--- config.mk ---
export PLATFORM = sky130hd
export DESIGN_NAME = control_unit_flat
export DESIGN_NICKNAME = d
export VERILOG_FILES = /design/src/rtl/control_unit_if.sv /design/src/rtl/control_unit.sv /design/src/flat_wrapper.sv
export SDC_FILE = /design/constraint.sdc
export NUM_CORES = 1
export LEC_CHECK = 0
export BUFFER_PORTS_ARGS = -buffer_cell sky130_fd_sc_hd__buf_2
export CORE_AREA = 2 2 46 64
export DETAILED_ROUTE_END_ITERATION = 10
export DIE_AREA = 0 0 48 66
export PLACE_DENSITY = 0.84
export SLEW_MARGIN = 20
export SYNTH_ARGS = -nofsm -noshare
export SYNTH_HDL_FRONTEND = slang
export SYNTH_SLANG_ARGS = --single-unit
--- constraint.sdc ---
create_clock -name clock -period 4.4 [get_ports clock]
set_input_delay 0.44 -clock clock [delete_from_list [all_inputs] [get_ports clock]]
set_output_delay 0.44 -clock clock [all_outputs]
set_load 0.05 [all_outputs]
--- src/rtl/control_unit_if.sv ---
// control_unit_if: signal bundle between the Mini SRC control sequencer and
// its datapath. The master modport is the control unit. The slave modport
// is the datapath, which supplies IR, CON and the stop request.
interface control_unit_if;
  logic [31:0] ir;
  logic        CON_out;
  logic        stop;
  logic        Gra, Grb, Grc, Rin, Rout, BAout;
  logic        CON_in;
  logic        HIin, LOin, Zhighin, Zlowin, PCin, MDRin, OutPortin, MARin, IRin, Yin;
  logic        HIout, LOout, ZHIout, ZLOout, PCout, MDRout, Inportout, Cout;
  logic        IncPC, read, write;
  logic [4:0]  operation;
  logic        run;

  modport master (
    input  ir, CON_out, stop,
    output Gra, Grb, Grc, Rin, Rout, BAout, CON_in,
           HIin, LOin, Zhighin, Zlowin, PCin, MDRin, OutPortin, MARin, IRin, Yin,
           HIout, LOout, ZHIout, ZLOout, PCout, MDRout, Inportout, Cout,
           IncPC, read, write, operation, run
  );

  modport slave (
    output ir, CON_out, stop,
    input  Gra, Grb, Grc, Rin, Rout, BAout, CON_in,
           HIin, LOin, Zhighin, Zlowin, PCin, MDRin, OutPortin, MARin, IRin, Yin,
           HIout, LOout, ZHIout, ZLOout, PCout, MDRout, Inportout, Cout,
           IncPC, read, write, operation, run
  );
endinterface

--- src/rtl/control_unit.sv ---
// control_unit: hardwired Moore sequencer for the Mini SRC CPU.
// It runs four fetch states and up to six execute states, then a one-cycle
// DONE boundary where a stop request diverts the sequencer into PAUSE.
// Optional feature macro CU_SINGLE_STEP_EN adds a 'step' input. When the
// macro is defined, every instruction ends in PAUSE and a rising edge on
// step releases exactly one further instruction.
module control_unit (
  input  logic           clock,
  input  logic           clear,
`ifdef CU_SINGLE_STEP_EN
  input  logic           step,
`endif
  control_unit_if.master cu
);

  typedef enum logic [3:0] {
    S_RST, S_F0, S_F1, S_F2, S_F3,
    S_E0, S_E1, S_E2, S_E3, S_E4, S_E5,
    S_DONE, S_PAUSE, S_HALT
  } state_t;

  localparam logic [4:0] OP_LD   = 5'd0,  OP_LDI  = 5'd1,  OP_ST   = 5'd2;
  localparam logic [4:0] OP_ADD  = 5'd3,  OP_SHL  = 5'd11, OP_ADDI = 5'd12;
  localparam logic [4:0] OP_ORI  = 5'd14, OP_DIV  = 5'd15, OP_MUL  = 5'd16;
  localparam logic [4:0] OP_NEG  = 5'd17, OP_NOT  = 5'd18, OP_BR   = 5'd19;
  localparam logic [4:0] OP_JR   = 5'd20, OP_JAL  = 5'd21, OP_IN   = 5'd22;
  localparam logic [4:0] OP_OUT  = 5'd23, OP_MFHI = 5'd24, OP_MFLO = 5'd25;
  localparam logic [4:0] OP_NOP  = 5'd26, OP_HALT = 5'd27, OP_RSV  = 5'd28;

  state_t     r_state, w_next;
  logic [4:0] w_op;
  logic [2:0] w_last;
  logic       w_alu_r, w_imm, w_muldiv, w_negnot, w_mem, w_nop;
  logic       w_unused_ir;

  // Index of the final execute state for each opcode. Opcodes that need only
  // E0 (including halt) return 0.
  function automatic logic [2:0] last_e(input logic [4:0] op);
    logic [2:0] n;
    n = 3'd0;
    if (op == OP_LD)                                    n = 3'd5;
    else if (op == OP_ST)                               n = 3'd4;
    else if (op == OP_LDI || (op >= OP_ADD && op <= OP_ORI)) n = 3'd2;
    else if (op == OP_DIV || op == OP_MUL || op == OP_BR)    n = 3'd3;
    else if (op == OP_NEG || op == OP_NOT || op == OP_JAL)   n = 3'd1;
    return n;
  endfunction

  assign w_op        = cu.ir[31:27];
  assign w_unused_ir = ^cu.ir[26:0];
  assign w_last      = last_e(w_op);
  assign w_alu_r     = (w_op >= OP_ADD) && (w_op <= OP_SHL);
  assign w_imm       = (w_op >= OP_ADDI) && (w_op <= OP_ORI);
  assign w_muldiv    = (w_op == OP_MUL) || (w_op == OP_DIV);
  assign w_negnot    = (w_op == OP_NEG) || (w_op == OP_NOT);
  assign w_mem       = (w_op <= OP_ST);
  assign w_nop       = (w_op == OP_NOP) || (w_op >= OP_RSV);

`ifdef CU_SINGLE_STEP_EN
  logic r_step_q;
  logic w_step_rise;

  // Delay step by one cycle so a held level produces a single rising edge.
  always_ff @(posedge clock or negedge clear) begin
    if (!clear) r_step_q <= 1'b0;
    else        r_step_q <= step;
  end

  assign w_step_rise = step & ~r_step_q;
`endif

  // State register; an asserted clear forces RST immediately.
  always_ff @(posedge clock or negedge clear) begin
    if (!clear) r_state <= S_RST;
    else        r_state <= w_next;
  end

  // Next-state sequencing.
  always_comb begin
    w_next = r_state;
    case (r_state)
      S_RST:   w_next = S_F0;
      S_F0:    w_next = S_F1;
      S_F1:    w_next = S_F2;
      S_F2:    w_next = S_F3;
      S_F3:    w_next = w_nop ? S_DONE : S_E0;
      S_E0:    w_next = (w_op == OP_HALT) ? S_HALT :
                        (w_last == 3'd0)  ? S_DONE : S_E1;
      S_E1:    w_next = (w_last == 3'd1) ? S_DONE : S_E2;
      S_E2:    w_next = (w_last == 3'd2) ? S_DONE : S_E3;
      S_E3:    w_next = (w_last == 3'd3) ? S_DONE : S_E4;
      S_E4:    w_next = (w_last == 3'd4) ? S_DONE : S_E5;
      S_E5:    w_next = S_DONE;
`ifdef CU_SINGLE_STEP_EN
      S_DONE:  w_next = S_PAUSE;
      S_PAUSE: w_next = (w_step_rise && !cu.stop) ? S_F0 : S_PAUSE;
`else
      S_DONE:  w_next = cu.stop ? S_PAUSE : S_F0;
      S_PAUSE: w_next = cu.stop ? S_PAUSE : S_F0;
`endif
      S_HALT:  w_next = S_HALT;
      default: w_next = S_RST;
    endcase
  end

  // Moore output decode from state, opcode and the branch condition.
  always_comb begin
    {cu.Gra, cu.Grb, cu.Grc, cu.Rin, cu.Rout, cu.BAout, cu.CON_in,
     cu.HIin, cu.LOin, cu.Zhighin, cu.Zlowin, cu.PCin, cu.MDRin, cu.OutPortin,
     cu.MARin, cu.IRin, cu.Yin, cu.HIout, cu.LOout, cu.ZHIout, cu.ZLOout,
     cu.PCout, cu.MDRout, cu.Inportout, cu.Cout, cu.IncPC, cu.read,
     cu.write} = '0;
    cu.operation = 5'd0;
    cu.run = !((r_state == S_RST) || (r_state == S_PAUSE) || (r_state == S_HALT));
    case (r_state)
      S_F0: begin cu.PCout = 1'b1; cu.MARin = 1'b1; cu.IncPC = 1'b1; end
      S_F1: cu.read = 1'b1;
      S_F2: begin cu.read = 1'b1; cu.MDRin = 1'b1; end
      S_F3: begin cu.MDRout = 1'b1; cu.IRin = 1'b1; end
      S_E0: begin
        if (w_alu_r || w_imm) begin cu.Grb = 1'b1; cu.Rout = 1'b1; cu.Yin = 1'b1; end
        else if (w_muldiv) begin cu.Gra = 1'b1; cu.Rout = 1'b1; cu.Yin = 1'b1; end
        else if (w_negnot) begin
          cu.Grb = 1'b1; cu.Rout = 1'b1; cu.operation = w_op; cu.Zlowin = 1'b1;
        end
        else if (w_mem) begin cu.Grb = 1'b1; cu.BAout = 1'b1; cu.Yin = 1'b1; end
        else if (w_op == OP_BR) begin cu.Gra = 1'b1; cu.Rout = 1'b1; cu.CON_in = 1'b1; end
        else if (w_op == OP_JR) begin cu.Gra = 1'b1; cu.Rout = 1'b1; cu.PCin = 1'b1; end
        else if (w_op == OP_JAL) begin cu.PCout = 1'b1; cu.Grb = 1'b1; cu.Rin = 1'b1; end
        else if (w_op == OP_IN) begin cu.Inportout = 1'b1; cu.Gra = 1'b1; cu.Rin = 1'b1; end
        else if (w_op == OP_OUT) begin cu.Gra = 1'b1; cu.Rout = 1'b1; cu.OutPortin = 1'b1; end
        else if (w_op == OP_MFHI) begin cu.HIout = 1'b1; cu.Gra = 1'b1; cu.Rin = 1'b1; end
        else if (w_op == OP_MFLO) begin cu.LOout = 1'b1; cu.Gra = 1'b1; cu.Rin = 1'b1; end
      end
      S_E1: begin
        if (w_alu_r) begin
          cu.Grc = 1'b1; cu.Rout = 1'b1; cu.operation = w_op; cu.Zlowin = 1'b1;
        end
        else if (w_imm) begin cu.Cout = 1'b1; cu.operation = w_op; cu.Zlowin = 1'b1; end
        else if (w_muldiv) begin
          cu.Grb = 1'b1; cu.Rout = 1'b1; cu.operation = w_op;
          cu.Zhighin = 1'b1; cu.Zlowin = 1'b1;
        end
        else if (w_negnot) begin cu.ZLOout = 1'b1; cu.Gra = 1'b1; cu.Rin = 1'b1; end
        else if (w_mem) begin cu.Cout = 1'b1; cu.operation = OP_ADD; cu.Zlowin = 1'b1; end
        else if (w_op == OP_BR) begin cu.PCout = 1'b1; cu.Yin = 1'b1; end
        else if (w_op == OP_JAL) begin cu.Gra = 1'b1; cu.Rout = 1'b1; cu.PCin = 1'b1; end
      end
      S_E2: begin
        if (w_alu_r || w_imm || w_op == OP_LDI) begin
          cu.ZLOout = 1'b1; cu.Gra = 1'b1; cu.Rin = 1'b1;
        end
        else if (w_muldiv) begin cu.ZLOout = 1'b1; cu.LOin = 1'b1; end
        else if (w_mem) begin cu.ZLOout = 1'b1; cu.MARin = 1'b1; end
        else if (w_op == OP_BR) begin cu.Cout = 1'b1; cu.operation = OP_ADD; cu.Zlowin = 1'b1; end
      end
      S_E3: begin
        if (w_muldiv) begin cu.ZHIout = 1'b1; cu.HIin = 1'b1; end
        else if (w_op == OP_LD) cu.read = 1'b1;
        else if (w_op == OP_ST) begin cu.Gra = 1'b1; cu.Rout = 1'b1; cu.MDRin = 1'b1; end
        else if (w_op == OP_BR && cu.CON_out) begin cu.ZLOout = 1'b1; cu.PCin = 1'b1; end
      end
      S_E4: begin
        if (w_op == OP_LD) begin cu.read = 1'b1; cu.MDRin = 1'b1; end
        else if (w_op == OP_ST) cu.write = 1'b1;
      end
      S_E5: begin
        if (w_op == OP_LD) begin cu.MDRout = 1'b1; cu.Gra = 1'b1; cu.Rin = 1'b1; end
      end
      default: ;
    endcase
  end

endmodule

--- src/flat_wrapper.sv ---
// flat-port wrapper written by rule: the top's interface ports become plain ports
module control_unit_flat 
  (clock, clear, cu_ir, cu_CON_out, cu_stop, cu_Gra, cu_Grb, cu_Grc, cu_Rin, cu_Rout, cu_BAout, cu_CON_in, cu_HIin, cu_LOin, cu_Zhighin, cu_Zlowin, cu_PCin, cu_MDRin, cu_OutPortin, cu_MARin, cu_IRin, cu_Yin, cu_HIout, cu_LOout, cu_ZHIout, cu_ZLOout, cu_PCout, cu_MDRout, cu_Inportout, cu_Cout, cu_IncPC, cu_read, cu_write, cu_operation, cu_run);
  control_unit_if cu_i ();
  input  logic clock;
  input  logic clear;
  input wire logic [$bits(cu_i.ir)-1:0] cu_ir;
  input wire logic [$bits(cu_i.CON_out)-1:0] cu_CON_out;
  input wire logic [$bits(cu_i.stop)-1:0] cu_stop;
  output wire logic [$bits(cu_i.Gra)-1:0] cu_Gra;
  output wire logic [$bits(cu_i.Grb)-1:0] cu_Grb;
  output wire logic [$bits(cu_i.Grc)-1:0] cu_Grc;
  output wire logic [$bits(cu_i.Rin)-1:0] cu_Rin;
  output wire logic [$bits(cu_i.Rout)-1:0] cu_Rout;
  output wire logic [$bits(cu_i.BAout)-1:0] cu_BAout;
  output wire logic [$bits(cu_i.CON_in)-1:0] cu_CON_in;
  output wire logic [$bits(cu_i.HIin)-1:0] cu_HIin;
  output wire logic [$bits(cu_i.LOin)-1:0] cu_LOin;
  output wire logic [$bits(cu_i.Zhighin)-1:0] cu_Zhighin;
  output wire logic [$bits(cu_i.Zlowin)-1:0] cu_Zlowin;
  output wire logic [$bits(cu_i.PCin)-1:0] cu_PCin;
  output wire logic [$bits(cu_i.MDRin)-1:0] cu_MDRin;
  output wire logic [$bits(cu_i.OutPortin)-1:0] cu_OutPortin;
  output wire logic [$bits(cu_i.MARin)-1:0] cu_MARin;
  output wire logic [$bits(cu_i.IRin)-1:0] cu_IRin;
  output wire logic [$bits(cu_i.Yin)-1:0] cu_Yin;
  output wire logic [$bits(cu_i.HIout)-1:0] cu_HIout;
  output wire logic [$bits(cu_i.LOout)-1:0] cu_LOout;
  output wire logic [$bits(cu_i.ZHIout)-1:0] cu_ZHIout;
  output wire logic [$bits(cu_i.ZLOout)-1:0] cu_ZLOout;
  output wire logic [$bits(cu_i.PCout)-1:0] cu_PCout;
  output wire logic [$bits(cu_i.MDRout)-1:0] cu_MDRout;
  output wire logic [$bits(cu_i.Inportout)-1:0] cu_Inportout;
  output wire logic [$bits(cu_i.Cout)-1:0] cu_Cout;
  output wire logic [$bits(cu_i.IncPC)-1:0] cu_IncPC;
  output wire logic [$bits(cu_i.read)-1:0] cu_read;
  output wire logic [$bits(cu_i.write)-1:0] cu_write;
  output wire logic [$bits(cu_i.operation)-1:0] cu_operation;
  output wire logic [$bits(cu_i.run)-1:0] cu_run;
  assign cu_i.ir = cu_ir;
  assign cu_i.CON_out = cu_CON_out;
  assign cu_i.stop = cu_stop;
  assign cu_Gra = cu_i.Gra;
  assign cu_Grb = cu_i.Grb;
  assign cu_Grc = cu_i.Grc;
  assign cu_Rin = cu_i.Rin;
  assign cu_Rout = cu_i.Rout;
  assign cu_BAout = cu_i.BAout;
  assign cu_CON_in = cu_i.CON_in;
  assign cu_HIin = cu_i.HIin;
  assign cu_LOin = cu_i.LOin;
  assign cu_Zhighin = cu_i.Zhighin;
  assign cu_Zlowin = cu_i.Zlowin;
  assign cu_PCin = cu_i.PCin;
  assign cu_MDRin = cu_i.MDRin;
  assign cu_OutPortin = cu_i.OutPortin;
  assign cu_MARin = cu_i.MARin;
  assign cu_IRin = cu_i.IRin;
  assign cu_Yin = cu_i.Yin;
  assign cu_HIout = cu_i.HIout;
  assign cu_LOout = cu_i.LOout;
  assign cu_ZHIout = cu_i.ZHIout;
  assign cu_ZLOout = cu_i.ZLOout;
  assign cu_PCout = cu_i.PCout;
  assign cu_MDRout = cu_i.MDRout;
  assign cu_Inportout = cu_i.Inportout;
  assign cu_Cout = cu_i.Cout;
  assign cu_IncPC = cu_i.IncPC;
  assign cu_read = cu_i.read;
  assign cu_write = cu_i.write;
  assign cu_operation = cu_i.operation;
  assign cu_run = cu_i.run;
  control_unit u_core (.clock(clock), .clear(clear), .cu(cu_i));
endmodule
# Word level (Yosys, flattened, before mapping)
# Index checks and enable logic that the tools add are counted.
# totals
register_bits,4
output_inout_bits,34
# classes
magnitude_cmp,6
eq_ne,32
n_mux,190
n_reduce_logical,20
# ops
op,count
two-way mux 1 bit,151
== test 5 bit (second input constant),12
one-hot mux 4 bit (13 select lines),1
two-way mux 5 bit,10
== test 4 bit (second input constant),6
one-hot mux 1 bit (3 select lines),7
two-way mux 4 bit,5
== test 4 x 3 -> 1 bit (second input constant),4
one-hot mux 5 bit (3 select lines),1
two-way mux 3 bit,4
less-or-equal comparator 5 x 4 -> 1 bit (second input constant),2
logical OR 1 bit,10
one-hot mux 1 bit (2 select lines),5
== test 4 x 2 -> 1 bit (second input constant),2
two-way mux 2 bit,4
== test 3 x 2 -> 1 bit (second input constant),2
== test 5 x 1 -> 1 bit (second input constant),1
== test 5 x 2 -> 1 bit (second input constant),1
== test 5 x 4 -> 1 bit (second input constant),1
greater-or-equal comparator 5 x 2 -> 1 bit (second input constant),1
greater-or-equal comparator 5 x 4 -> 1 bit (second input constant),1
greater-or-equal comparator 5 bit (second input constant),1
less-or-equal comparator 5 x 2 -> 1 bit (second input constant),1
zero test 5 bit,1
other kinds (10),14

# Depth between registers and ports, before layout
# logic_depth
word_depth,13
ltp_mapped,6
ltp_nobuf,4

# Worst setup path before layout
# Ideal clock, no wire load.
# synth_timing
kind,input to output
from,input cu_ir[31]
to,output cu_Cout
arrival_ns,2.631
setup_slack_ns,1.329
path_stages,4
path_buffers,2
path_cell_list,buf_2 buf_2 nand2b_1 o41ai_1
# synth_between
elab_chain_len,7
# synth_rtl
element,line,rtl
start: declaration,flat_wrapper.sv:7,input wire logic [$bits(cu_i.ir)-1:0] cu_ir;
less-or-equal comparator 5 x 2 -> 1 bit / == test 5 bit (equally long branches),"control_unit.sv:56, control_unit.sv:55",
two-way mux 1 bit / logical OR 1 bit (equally long branches),"control_unit.sv:145, control_unit.sv:55",
two-way mux 1 bit (2 in series),-,
two-way mux 1 bit,control_unit.sv:139,else if (w_imm) begin cu.Cout = 1'b1; cu.operation = w_op; cu.Zlowin = 1'b1; end
two-way mux 1 bit,control_unit.sv:136,if (w_alu_r) begin
one-hot mux 1 bit (2 select lines) (*),control_unit.sv:115,case (r_state)
end: declaration,flat_wrapper.sv:34,output wire logic [$bits(cu_i.Cout)-1:0] cu_Cout;
# Mark *: on every way between the ends. The rest lies on a longest branch, timed or not.

# Worst setup path in the final report
# layout_timing
from,register u_core.r_state[1]
to,output cu_operation[1]
# layout_between
elab_chain_len,2
# layout_rtl
element,line,rtl
start: declaration,control_unit.sv:30,"state_t r_state, w_next;"
start signal: assignment,control_unit.sv:75,else r_state <= w_next;
== test 4 x 3 -> 1 bit,control_unit.sv:115,
one-hot mux 5 bit (3 select lines) (*),control_unit.sv:115,
end: declaration,flat_wrapper.sv:38,output wire logic [$bits(cu_i.operation)-1:0] cu_operation;
# Marked as above.

==> impl_metrics.tcl <==
set metrics [dict create \
    grt_pass1_wl_um 5934 \
    ir_drop_mv 0.2048 \
    hold_class "input port to async pin" \
    cp.required_ps 3960 \
    worst-path-max-fanout 23 \
    cp_slowest_cell "dfrtp_1" \
    fin_util_pct 52.58 \
    crit_chain "nand4bb_1 > nor2_1 > a21oi_1 > o221ai_1 > buf_2" \
    grt_antenna_before_repair 0 \
    synth-edff-count 0 \
    rows 22 \
    clockBufferDepth 2 \
    setup_viol 0 \
    grt_pass1_vias 1302 \
    swShare_pct 61.62 \
    power_density_nw_per_um2 444.8 \
    layout-drive-gt1-share_pct 24.88 \
    core_area_um2 2615 \
    place_area_um2 1343 \
    syn_avg_cell_area_um2 6.574 \
    drv_slew 0 \
    grt_max_degree 30 \
    syn_to_final_growth_pct 15.56 \
    firstDrtPassIters 5 \
    async_reset_ff_share_pct 100.0 \
    grt-ovfl-total 0 \
    start_kind "flip-flop" \
    route.vias.total 1558 \
    p_clk_share_pct 7.3 \
    combPwrFrac_pct 69.3 \
    grt_setup_unrepaired "no" \
    yosys-top-cells-count "23 x nor2_1, 13 x nand2_1, 11 x nand2b_1" \
    path_clk_slew_ps 40 \
    io_buffers 42 \
    regMostFlops "u_core.r_state" \
    leakage_nw 0.6449 \
    cts_tree "done" \
    cts_setup_buffers 0 \
    cts_hold_buf 1 \
    wire_per_inst_um 15.13 \
    die_x_um 48 \
    clk_latency_ps 230 \
    io-pin-count 70 \
    ys.flop_type "dfrtp_1" \
    netlist_area_um2 1190 \
    die_h_um 66 \
    worst_pin_slew_ps 671.5 \
    ctsResizeCount 0 \
    intPower_uw 234.8 \
    drt_iter0_markers 100 \
    ys_warn_count 0 \
    relSlewSlack_pct 55.23 \
    finish.instance_area_um2 1375 \
    fillers 283 \
    yosys-top-cells-area "dfrtp_1 8.4%, nor2_1 7.3%, nand2b_1 5.8%" \
    clock.fmax_ghz 0.3476 \
    synth_top_area_share_pct 8.412 \
    cap_violations 0 \
    antenna_left 0 \
    ys_types 54 \
    synth_fp_nets 217 \
    slowest_delay_ps 730 \
    gp_congestion 0.9766 \
    routed_via_density 6.359 \
    synth.most_common_cell "nor2_1" \
    largest_reg_flops 4 \
    top_regs "u_core.r_state: 4 flops" \
    drc_errors 0 \
    gr-usage-all-layers_pct 24.45 \
    cts_made_buffers 3 \
    synthDominantAreaCellType "dfrtp_1" \
    layout.nets 247 \
    crit_type "flip-flop to primary output" \
    ys_seq_elements 4 \
    tns_ps 0 \
    hpwl_um 2652 \
    outcome "finished clean" \
    syn_inst 181 \
    power_frac_seq_pct 23.4 \
    cts_sinks 4 \
    period_share_pct 65.39 \
    antenna_cells 0 \
    fin_skew_ps 1.560 \
    htree_levels 1 \
    drt-total-wl_um 3706 \
    start_util_pct 45.50 \
    crit_path_end_kind "primary output" \
    power.switching_uw 376.9 \
    fin_crit_ps 2877 \
    yosysSeqAreaShare_pct 8.412 \
    hold_viol_final 0 \
    cts_root_buf "clkbuf_4" \
    die_area_um2 3168 \
    worstPathArrival_ps 2440 \
]
==> metal layers <==
| metal | share of wire (%) | GRT usage (%) |
|---|---|---|
| met1 | 38 | 34.31 |
| met2 | 51 | 37.17 |
| met3 | 9.6 | 1.093 |
| met4 | 1.9 | 10.81 |
| met5 | 0 | 0 |
==> through the flow <==
stage	total power, mW	setup slack (ps)	hold slack, ps	std cells
3_3_place_gp	0.5563	1818	243.0	241
2_1_floorplan	0.4868	1329	144.4	181
6_report	0.6117	1523	541.3	245
3_5_place_dp	0.5599	1814	246.2	241
5_1_grt	0.6545	1386	557.2	245
4_1_cts	0.6100	1550	528.1	245
==> cells in the final DEF, fill, tap and decap left out, types with 2 or more instances in the layout <==
cell | synthesis | layout
buf_2 | 10 | 42
nor2_1 | 23 | 23
nand2_1 | 13 | 13
nand2b_1 | 11 | 11
a21oi_1 | 10 | 10
nor2b_1 | 9 | 9
o21ai_0 | 7 | 7
nor3_1 | 6 | 6
and3_1 | 6 | 6
inv_1 | 5 | 5
nand3_1 | 5 | 5
o22ai_1 | 4 | 4
nand4_1 | 4 | 4
dfrtp_1 | 4 | 4
o2111ai_1 | 3 | 3
o221ai_1 | 3 | 3
a211o_1 | 3 | 3
clkbuf_4 | 1 | 3
and4bb_2 | 2 | 2
or3_1 | 2 | 2
nand4bb_1 | 2 | 2
and4b_1 | 2 | 2
or4_1 | 2 | 2
o21ai_1 | 2 | 2
mux2i_1 | 2 | 2
o41ai_1 | 2 | 2
xnor2_1 | 2 | 2
nor4_1 | 2 | 2
a21o_1 | 2 | 2
a211oi_1 | 2 | 2
o211ai_1 | 2 | 2
o31ai_1 | 2 | 2
==> worst paths after layout <==
path,startpoint,endpoint,slack [ps],cells after the start
setup / recovery,u_core.r_state[1]$_DFF_PN0_,cu_operation[1],1520,5
setup reg to reg,u_core.r_state[0]$_DFF_PN0_,u_core.r_state[3]$_DFF_PN0_,2390,3
max in group asynchronous,clear,u_core.r_state[2]$_DFF_PN0_,3740,2
hold / removal,clear,u_core.r_state[0]$_DFF_PN0_,540,2
hold reg to reg,u_core.r_state[3]$_DFF_PN0_,u_core.r_state[3]$_DFF_PN0_,900,2
min in group clock,cu_stop,u_core.r_state[2]$_DFF_PN0_,670,4
==> power groups by stage <==
| stage | Sequential [mW] | Clock, mW | Combinational [mW] |
|---|---|---|---|
| after floorplan | 0.0737 | 0 | 0.413 |
| after global placement | 0.139 | 0 | 0.417 |
| after detailed placement | 0.141 | 0 | 0.419 |
| after CTS | 0.141 | 0.0472 | 0.422 |
| after global routing | 0.152 | 0.0495 | 0.454 |
| final | 0.143 | 0.0446 | 0.424 |
==> area by class of cell <==
cell class	instances	area [um^2]	area share, %
Multi-Input combinational cell	154	968.4	70.43
Timing Repair Buffer	43	220.2	16.01
Sequential cell	4	100.1	7.279
Tap cell	36	45.04	3.276
Clock buffer	3	22.52	1.638
Inverter	5	18.77	1.365
==> worst max-delay path: cells and delay by family (launching register included) <==
family | cells | cell delay, ps
flops | 1 | 730
compound gates | 2 | 280
buf+inv | 1 | 290
simple gates | 2 | 900
==> kinds of logic after synthesis <==
group | synth area share [%]
AO/OA/AOI/OAI | 31.23
XOR/XNOR | 1.472
buffers and inverters | 10.20
flip-flops | 8.413
multiplexers | 2.629
AND/OR/NAND/NOR | 46.06
No activity file was read; power rests on OpenSTA's default activity.
